**src/rtl/fp_pkg.sv**
```systemverilog
// Shared floating-point types and constants for the FP adder result path.
// Contents:
//   FP32_QNAN     - canonical quiet NaN written in place of any incoming NaN
//   FP32_EXP_ONES - biased exponent value shared by infinities and NaNs
//   fp32_t        - packed IEEE-754 single-precision word
//   fp_flags_t    - exception flags {nv, of, uf}, with nv as the MSB
package fp_pkg;

  typedef logic [31:0] fp32_t;

  typedef struct packed {
    logic nv;
    logic of;
    logic uf;
  } fp_flags_t;

  localparam fp32_t      FP32_QNAN     = 32'h7FC0_0000;
  localparam logic [7:0] FP32_EXP_ONES = 8'hFF;

endpackage

```
**src/rtl/fp_add_result_buf_if.sv**
```systemverilog
// Valid/ready result channel between the FP adder, the result buffer and the
// writeback arbiter.
// Signals:
//   in_valid / in_ready           - adder-side handshake
//   in_result                     - packed FP32 result from the adder
//   in_overflow / in_underflow    - adder exception flags
//   in_tag                        - issue tag travelling with the result
//   out_valid / out_ready         - writeback-side handshake
//   out_result / out_flags / out_tag - head entry {nv, of, uf}
// Modports:
//   slave  - the buffer (consumes in_*, produces out_*)
//   master - the environment (produces in_*, consumes out_*)
interface fp_add_result_buf_if #(
  parameter int TAG_W = 4
);
  import fp_pkg::*;

  logic             in_valid;
  logic             in_ready;
  fp32_t            in_result;
  logic             in_overflow;
  logic             in_underflow;
  logic [TAG_W-1:0] in_tag;

  logic             out_valid;
  logic             out_ready;
  fp32_t            out_result;
  logic [2:0]       out_flags;
  logic [TAG_W-1:0] out_tag;

  modport slave (
    input  in_valid, in_result, in_overflow, in_underflow, in_tag, out_ready,
    output in_ready, out_valid, out_result, out_flags, out_tag
  );

  modport master (
    output in_valid, in_result, in_overflow, in_underflow, in_tag, out_ready,
    input  in_ready, out_valid, out_result, out_flags, out_tag
  );

endinterface

```
**src/rtl/fp_result_fifo.sv**
```systemverilog
// Generic synchronous valid/ready FIFO with an occupancy count.
// Full and empty are derived from the count, so pointer equality is never
// ambiguous. Output data reads zero while empty.
// Ports:
//   clk, rst                 - clock, synchronous active-high reset
//   push_valid/ready/data    - write side; ready = not full (no pop lookahead)
//   pop_valid/ready/data     - read side; data comes straight from rd_ptr
//   count                    - entries held
// Parameters: DEPTH (power of two, >= 2), WIDTH (entry width).
module fp_result_fifo #(
  parameter int DEPTH = 2,
  parameter int WIDTH = 39
) (
  input  logic                     clk,
  input  logic                     rst,
  input  logic                     push_valid,
  output logic                     push_ready,
  input  logic [WIDTH-1:0]         push_data,
  output logic                     pop_valid,
  input  logic                     pop_ready,
  output logic [WIDTH-1:0]         pop_data,
  output logic [$clog2(DEPTH):0]   count
);

  localparam int               PTR_W    = $clog2(DEPTH);
  localparam logic [PTR_W:0]   CNT_FULL = (PTR_W+1)'(DEPTH);

  logic [WIDTH-1:0] mem [DEPTH];
  logic [PTR_W-1:0] wr_ptr;
  logic [PTR_W-1:0] rd_ptr;
  logic             push;
  logic             pop;

  assign push_ready = (count != CNT_FULL);
  assign pop_valid  = (count != '0);
  assign push       = push_valid & push_ready;
  assign pop        = pop_valid & pop_ready;
  assign pop_data   = pop_valid ? mem[rd_ptr] : '0;

  // Control state: pointers wrap naturally because DEPTH is a power of two.
  always_ff @(posedge clk) begin
    if (rst) begin
      wr_ptr <= '0;
      rd_ptr <= '0;
      count  <= '0;
    end else begin
      if (push) wr_ptr <= wr_ptr + 1'b1;
      if (pop)  rd_ptr <= rd_ptr + 1'b1;
      case ({push, pop})
        2'b10:   count <= count + 1'b1;
        2'b01:   count <= count - 1'b1;
        default: count <= count;
      endcase
    end
  end

  // Storage: not reset; a zero count makes stale entries invisible.
  always_ff @(posedge clk) begin
    if (push) mem[wr_ptr] <= push_data;
  end

endmodule

```
**src/rtl/fp_add_result_buf.sv**
```systemverilog
// Result buffer behind the single-precision FP adder.
// Holds each {result, flags, tag} in a small FIFO so a stalled writeback
// arbiter never forces a recompute, and accumulates sticky exception flags
// as entries retire.
// Ports:
//   clk, rst      - clock, synchronous active-high reset (flushes entries)
//   bus           - fp_add_result_buf_if.slave: adder and writeback channels
//   flags_clr     - clears sticky_flags (flags retiring that cycle survive)
//   sticky_flags  - accumulated {nv, of, uf}
//   occupancy     - entries held
// Optional build macro FP_RESULT_CANON_NAN_EN: NaNs are replaced with the
// canonical quiet NaN at capture and signalling NaNs raise nv. Without it the
// result is stored untouched and nv is always 0.
module fp_add_result_buf
  import fp_pkg::*;
#(
  parameter int DEPTH = 2,
  parameter int TAG_W = 4
) (
  input  logic                     clk,
  input  logic                     rst,
  fp_add_result_buf_if.slave       bus,
  input  logic                     flags_clr,
  output logic [2:0]               sticky_flags,
  output logic [$clog2(DEPTH):0]   occupancy
);

  localparam int ENTRY_W = 32 + 3 + TAG_W;

`ifdef FP_RESULT_CANON_NAN_EN
  function automatic logic is_nan(fp32_t v);
    return (v[30:23] == FP32_EXP_ONES) && (v[22:0] != 23'd0);
  endfunction

  function automatic logic is_snan(fp32_t v);
    return is_nan(v) && !v[22];
  endfunction

  function automatic fp32_t canon_result(fp32_t v);
    return is_nan(v) ? FP32_QNAN : v;
  endfunction
`endif

  fp32_t               result_p0;
  fp_flags_t           flags_p0;
  logic [ENTRY_W-1:0]  entry_p0;
  logic [ENTRY_W-1:0]  head;
  fp_flags_t           head_flags;
  logic                pop;

  // Capture stage: shape the incoming result and flags into one entry.
`ifdef FP_RESULT_CANON_NAN_EN
  assign result_p0 = canon_result(bus.in_result);
  assign flags_p0  = '{nv: is_snan(bus.in_result),
                       of: bus.in_overflow,
                       uf: bus.in_underflow};
`else
  assign result_p0 = bus.in_result;
  assign flags_p0  = '{nv: 1'b0,
                       of: bus.in_overflow,
                       uf: bus.in_underflow};
`endif
  assign entry_p0 = {result_p0, flags_p0, bus.in_tag};

  // Buffer stage.
  fp_result_fifo #(
    .DEPTH (DEPTH),
    .WIDTH (ENTRY_W)
  ) u_fifo (
    .clk        (clk),
    .rst        (rst),
    .push_valid (bus.in_valid),
    .push_ready (bus.in_ready),
    .push_data  (entry_p0),
    .pop_valid  (bus.out_valid),
    .pop_ready  (bus.out_ready),
    .pop_data   (head),
    .count      (occupancy)
  );

  assign bus.out_result = head[ENTRY_W-1 -: 32];
  assign head_flags     = head[TAG_W +: 3];
  assign bus.out_flags  = head_flags;
  assign bus.out_tag    = head[TAG_W-1:0];
  assign pop            = bus.out_valid & bus.out_ready;

  // Retire stage: flags retiring in the same cycle as a clear are kept.
  always_ff @(posedge clk) begin
    if (rst) begin
      sticky_flags <= 3'b000;
    end else begin
      sticky_flags <= (flags_clr ? 3'b000 : sticky_flags)
                    | (pop ? head_flags : 3'b000);
    end
  end

endmodule

```
**src/flat_wrapper.sv**
```systemverilog
// flat-port wrapper written by rule: the top's interface ports become plain ports
module fp_add_result_buf_flat import fp_pkg::*;
#(
  parameter int DEPTH = 2,
  parameter int TAG_W = 4
)
  (clk, rst, flags_clr, sticky_flags, occupancy, bus_in_valid, bus_in_result, bus_in_overflow, bus_in_underflow, bus_in_tag, bus_out_ready, bus_in_ready, bus_out_valid, bus_out_result, bus_out_flags, bus_out_tag);
  fp_add_result_buf_if #(.TAG_W(TAG_W)) bus_i ();
  input  logic clk;
  input  logic rst;
  input  logic flags_clr;
  output logic [2:0] sticky_flags;
  output logic [$clog2(DEPTH):0] occupancy;
  input wire logic [$bits(bus_i.in_valid)-1:0] bus_in_valid;
  input wire logic [$bits(bus_i.in_result)-1:0] bus_in_result;
  input wire logic [$bits(bus_i.in_overflow)-1:0] bus_in_overflow;
  input wire logic [$bits(bus_i.in_underflow)-1:0] bus_in_underflow;
  input wire logic [$bits(bus_i.in_tag)-1:0] bus_in_tag;
  input wire logic [$bits(bus_i.out_ready)-1:0] bus_out_ready;
  output wire logic [$bits(bus_i.in_ready)-1:0] bus_in_ready;
  output wire logic [$bits(bus_i.out_valid)-1:0] bus_out_valid;
  output wire logic [$bits(bus_i.out_result)-1:0] bus_out_result;
  output wire logic [$bits(bus_i.out_flags)-1:0] bus_out_flags;
  output wire logic [$bits(bus_i.out_tag)-1:0] bus_out_tag;
  assign bus_i.in_valid = bus_in_valid;
  assign bus_i.in_result = bus_in_result;
  assign bus_i.in_overflow = bus_in_overflow;
  assign bus_i.in_underflow = bus_in_underflow;
  assign bus_i.in_tag = bus_in_tag;
  assign bus_i.out_ready = bus_out_ready;
  assign bus_in_ready = bus_i.in_ready;
  assign bus_out_valid = bus_i.out_valid;
  assign bus_out_result = bus_i.out_result;
  assign bus_out_flags = bus_i.out_flags;
  assign bus_out_tag = bus_i.out_tag;
  fp_add_result_buf #(.DEPTH(DEPTH), .TAG_W(TAG_W)) u_core (.clk(clk), .rst(rst), .bus(bus_i), .flags_clr(flags_clr), .sticky_flags(sticky_flags), .occupancy(occupancy));
endmodule
```
**config.mk**
```make
export PLATFORM = sky130hd
export DESIGN_NAME = fp_add_result_buf_flat
export DESIGN_NICKNAME = d
export VERILOG_FILES = /design/src/rtl/fp_pkg.sv /design/src/rtl/fp_add_result_buf_if.sv /design/src/rtl/fp_result_fifo.sv /design/src/rtl/fp_add_result_buf.sv /design/src/flat_wrapper.sv
export SDC_FILE = /design/constraint.sdc
export NUM_CORES = 1
export LEC_CHECK = 0
export CORE_UTILIZATION = 47
export CTS_CLUSTER_SIZE = 28
export DETAILED_ROUTE_END_ITERATION = 7
export GPL_ROUTABILITY_DRIVEN = 0
export PLACE_DENSITY = 0.79
export SKIP_LAST_GASP = 1
export SYNTH_ARGS = -nofsm -noshare
export SYNTH_HDL_FRONTEND = slang
export SYNTH_SLANG_ARGS = --single-unit
```
**constraint.sdc**
```tcl
create_clock -name clk -period 2.2 [get_ports clk]
set_input_delay 0.33 -clock clk [delete_from_list [all_inputs] [get_ports clk]]
set_output_delay 0.33 -clock clk [all_outputs]
set_load 0.01 [all_outputs]
```
==> results.md <==
- Row cnt: 29
- Boundary Pins: between 80 and 90
- Routed WL: 5.73 mm
- Hold path cells: 2
- TNS Setup: 0 ns
- Layout cells sized above 1: 10.1%
- Setup WS pre-CTS: 0.109 ns
- Antenna cells: 0
- Vias in the first global route: 1865
- Final period utilization: 95.0%
- First-pass GRT wire length: 9.31 mm
- Data required, critical path: approximately 1.9 ns
- Power density cells: approximately 1300 nW/um2
- GRT Total Usage: 17.7%
- Commonest non-fill, non-tap cells in the layout: 86 x clkdlybuf4s50_1, 76 x edfxtp_1, 41 x nor2_1, 38 x mux2i_1, 9 x clkbuf_8
- Cell Area, Synth: between 3000 and 4000 um2
- Post-layout minimum cycle time: 2.09 ns
- RSZ-0062 raised after global routing: no
- CTS tree: done
- Clk buf depth: 2
- Failing checks: design-rule violations
- Starting DRT DRC Count: 99
- Setup-failing EPs final: 0
- 1st-pass router iterations: 6
- CTS root buf: clkbuf_8
- Hold Buf Count CTS: 0
- Number of synthesized register bits: 83
- DP Cell Count: 355
- DR vias/cell: around 5.0
- Nets: 337
- Max Freq: 478 MHz
- Most common cell after layout, fill and taps aside: clkdlybuf4s50_1
- Flop pwr share: 37.5%
- Remaining Overflow, GRT: 0
- Die H: around 84 um
- Slew Limit Fails: 0
- Antenna violations before repair: 0
- Worst-path clk slew: roughly 0.08 ns
- Critical path launch point type: register
- Status: finished with violations
- Yosys Warn Count: 0
- DRT antenna net count: 0
- Initial Util: around half
- Clk_lat worst skew: ~0.33 ns
- HP Class: register to register
- Power share of the clock group: between 20% and 30%
- P_sw: between 1500 and 2000 uW
- Avg Cell Area, Syn: 16.2 um2
- WS Path Type: register to output pin
- Pin count of the biggest net entering global routing: 39
- Fin cells: 375
- Reg2Reg Depth: 5
- Cell variety after synth: 22
- Worst Slack Setup Final: 0.110 ns
- Die width: 84.1 um
- Num CTS Buffers: 9
- Remaining DRCs: 13
- Die area: slightly above 7000 um2
- Comb pwr share: 39.9%
- H-Tree Depth: 3
- CP max FO: 12
- Synth-to-Final Area Change: 40.3%
- IO Port Bufs: 86
- Worst VDD drop: 0.000707 V
- Clock Sinks: between 80 and 90
- DR vias: 1857
- Synth Instances: between 150 and 200
- Switching Share: between 30% and 40%
- Crit end category: output pin
- Internal power: 3960 uW
- Core Area: approximately 6400 um2
- CP arrival: 1.76 ns
- Register area share after synthesis: between 70% and 80%
- Final Hold Fails: 0
- Clock skew: 0.00753 ns
- WL/cell: 15.3 um
- Leak Pwr: 0.00153 uW
- Detailed placer's ending HPWL: 3.43 mm
- Max-Cap Viols: 0
state kept, by name, indices dropped and copies added, names as in the netlist, named ones only:
signal                count
u_core.u_fifo.rd_ptr      1
u_core.sticky_flags       2
u_core.u_fifo.mem        76
u_core.u_fifo.count       2
u_core.u_fifo.wr_ptr      1
kinds of logic after synthesis:
kind of cell    after synthesis  synth area share, %
xor+xnor                      3                0.829
other cells                   1                0.118
mux                          38                 12.0
buf+inv                      14                 2.45
flops                        83                 76.4
simple gates                 49                 6.31
compound gates                7                 1.50
fa+ha+maj                     1                0.395
worst paths after layout:
check / startpoint / to / slack (ns)
setup / recovery: register / bus_out_flags[1] / 0.11
hold / removal: u_core.u_fifo.rd_ptr$_SDFFE_PP0P_ / u_core.u_fifo.rd_ptr$_SDFFE_PP0P_ / 0.52
hold reg to reg: u_core.u_fifo.rd_ptr$_SDFFE_PP0P_ / u_core.u_fifo.rd_ptr$_SDFFE_PP0P_ / 0.52
setup reg to reg: u_core.u_fifo.count[0]$_SDFFE_PP0P_ / u_core.u_fifo.count[1]$_SDFFE_PP0P_ / 0.47
cell type report:
type / count / area (um2)
fillers: 451 / 1980
clock inverters: 6 / 113
multi-input cells: 102 / 706
flip-flops and latches: 83 / 2430
well taps: 77 / 96.3
clock buffers: 10 / 128
repair buffers: 93 / 963
inverters: 4 / 15.0
worst max-delay path, stage by stage, from the launching register on:
cell and delay [ns]:
dfxtp_2 0.36, buf_4 0.24, mux2i_1 0.30, nor2_1 0.06, clkdlybuf4s50_1 0.47
synthesized netlist by cell type:
| master | count | area [um2] |
|---|---|---|
| and3_1 | 1 | 6.26 |
| ha_1 | 1 | 12.5 |
| buf_2 | 2 | 10.0 |
| o2bb2ai_1 | 2 | 17.5 |
| nand2_1 | 1 | 3.75 |
| clkbuf_1 | 2 | 7.51 |
| a21oi_1 | 2 | 10.0 |
| xnor2_1 | 1 | 8.76 |
| nand3b_1 | 1 | 7.51 |
| mux2i_1 | 38 | 380 |
| conb_1 | 1 | 3.75 |
| inv_1 | 4 | 15.0 |
| nor2b_1 | 2 | 12.5 |
| nor2_1 | 42 | 158 |
| o21ai_0 | 2 | 10.0 |
| or3_1 | 1 | 6.26 |
| buf_4 | 6 | 45.0 |
| nand2b_1 | 1 | 6.26 |
| xor2_1 | 2 | 17.5 |
| edfxtp_1 | 76 | 2280 |
| dfxtp_1 | 7 | 140 |
| a21bo_2 | 1 | 10.0 |
per-layer routing:
metal / global-route usage, % / up-vias / part of all wire, % / wire length (um)
li1: - / 904 / - / -
met1: 22.0 / 885 / 42 / 2420
met2: 29.9 / 63 / 52 / 2960
met3: 4.42 / 5 / 5.3 / 301
met4: 7.21 / 0 / 0.73 / 42
met5: 0 / - / 0 / 0
per-stage QoR:
stage / hold WS (ns) / utilization [%] / total power (uW) / cell area (um2)
after floorplan: 0.399 / - / 3180 / 3170
after global placement: 0.489 / 64.7 / 4210 / 4150
after detailed placement: 0.503 / 64.7 / 4250 / 4150
after CTS: 0.526 / 68.8 / 5640 / 4420
after global routing: 0.555 / 69.2 / 5970 / 4450
final: 0.524 / 69.2 / 5660 / 4450
power by group through the flow:
| stage | sequential (uW) | clock [uW] | combinational [uW] |
|---|---|---|---|
| 6_report | 2120 | 1280 | 2260 |
| 4_1_cts | 2120 | 1310 | 2210 |
| 2_1_floorplan | 2100 | 0 | 1070 |
| 3_3_place_gp | 2100 | 0 | 2110 |
| 5_1_grt | 2140 | 1380 | 2440 |
| 3_5_place_dp | 2120 | 0 | 2140 |
repair_timing:
action	in CTS	in global routing
gates cloned	2	0
buffers inserted	0	2
gates resized for setup	4	0
setup endpoints to repair	39	19
pin swaps	1	1
(Power assumes the default switching activity.)
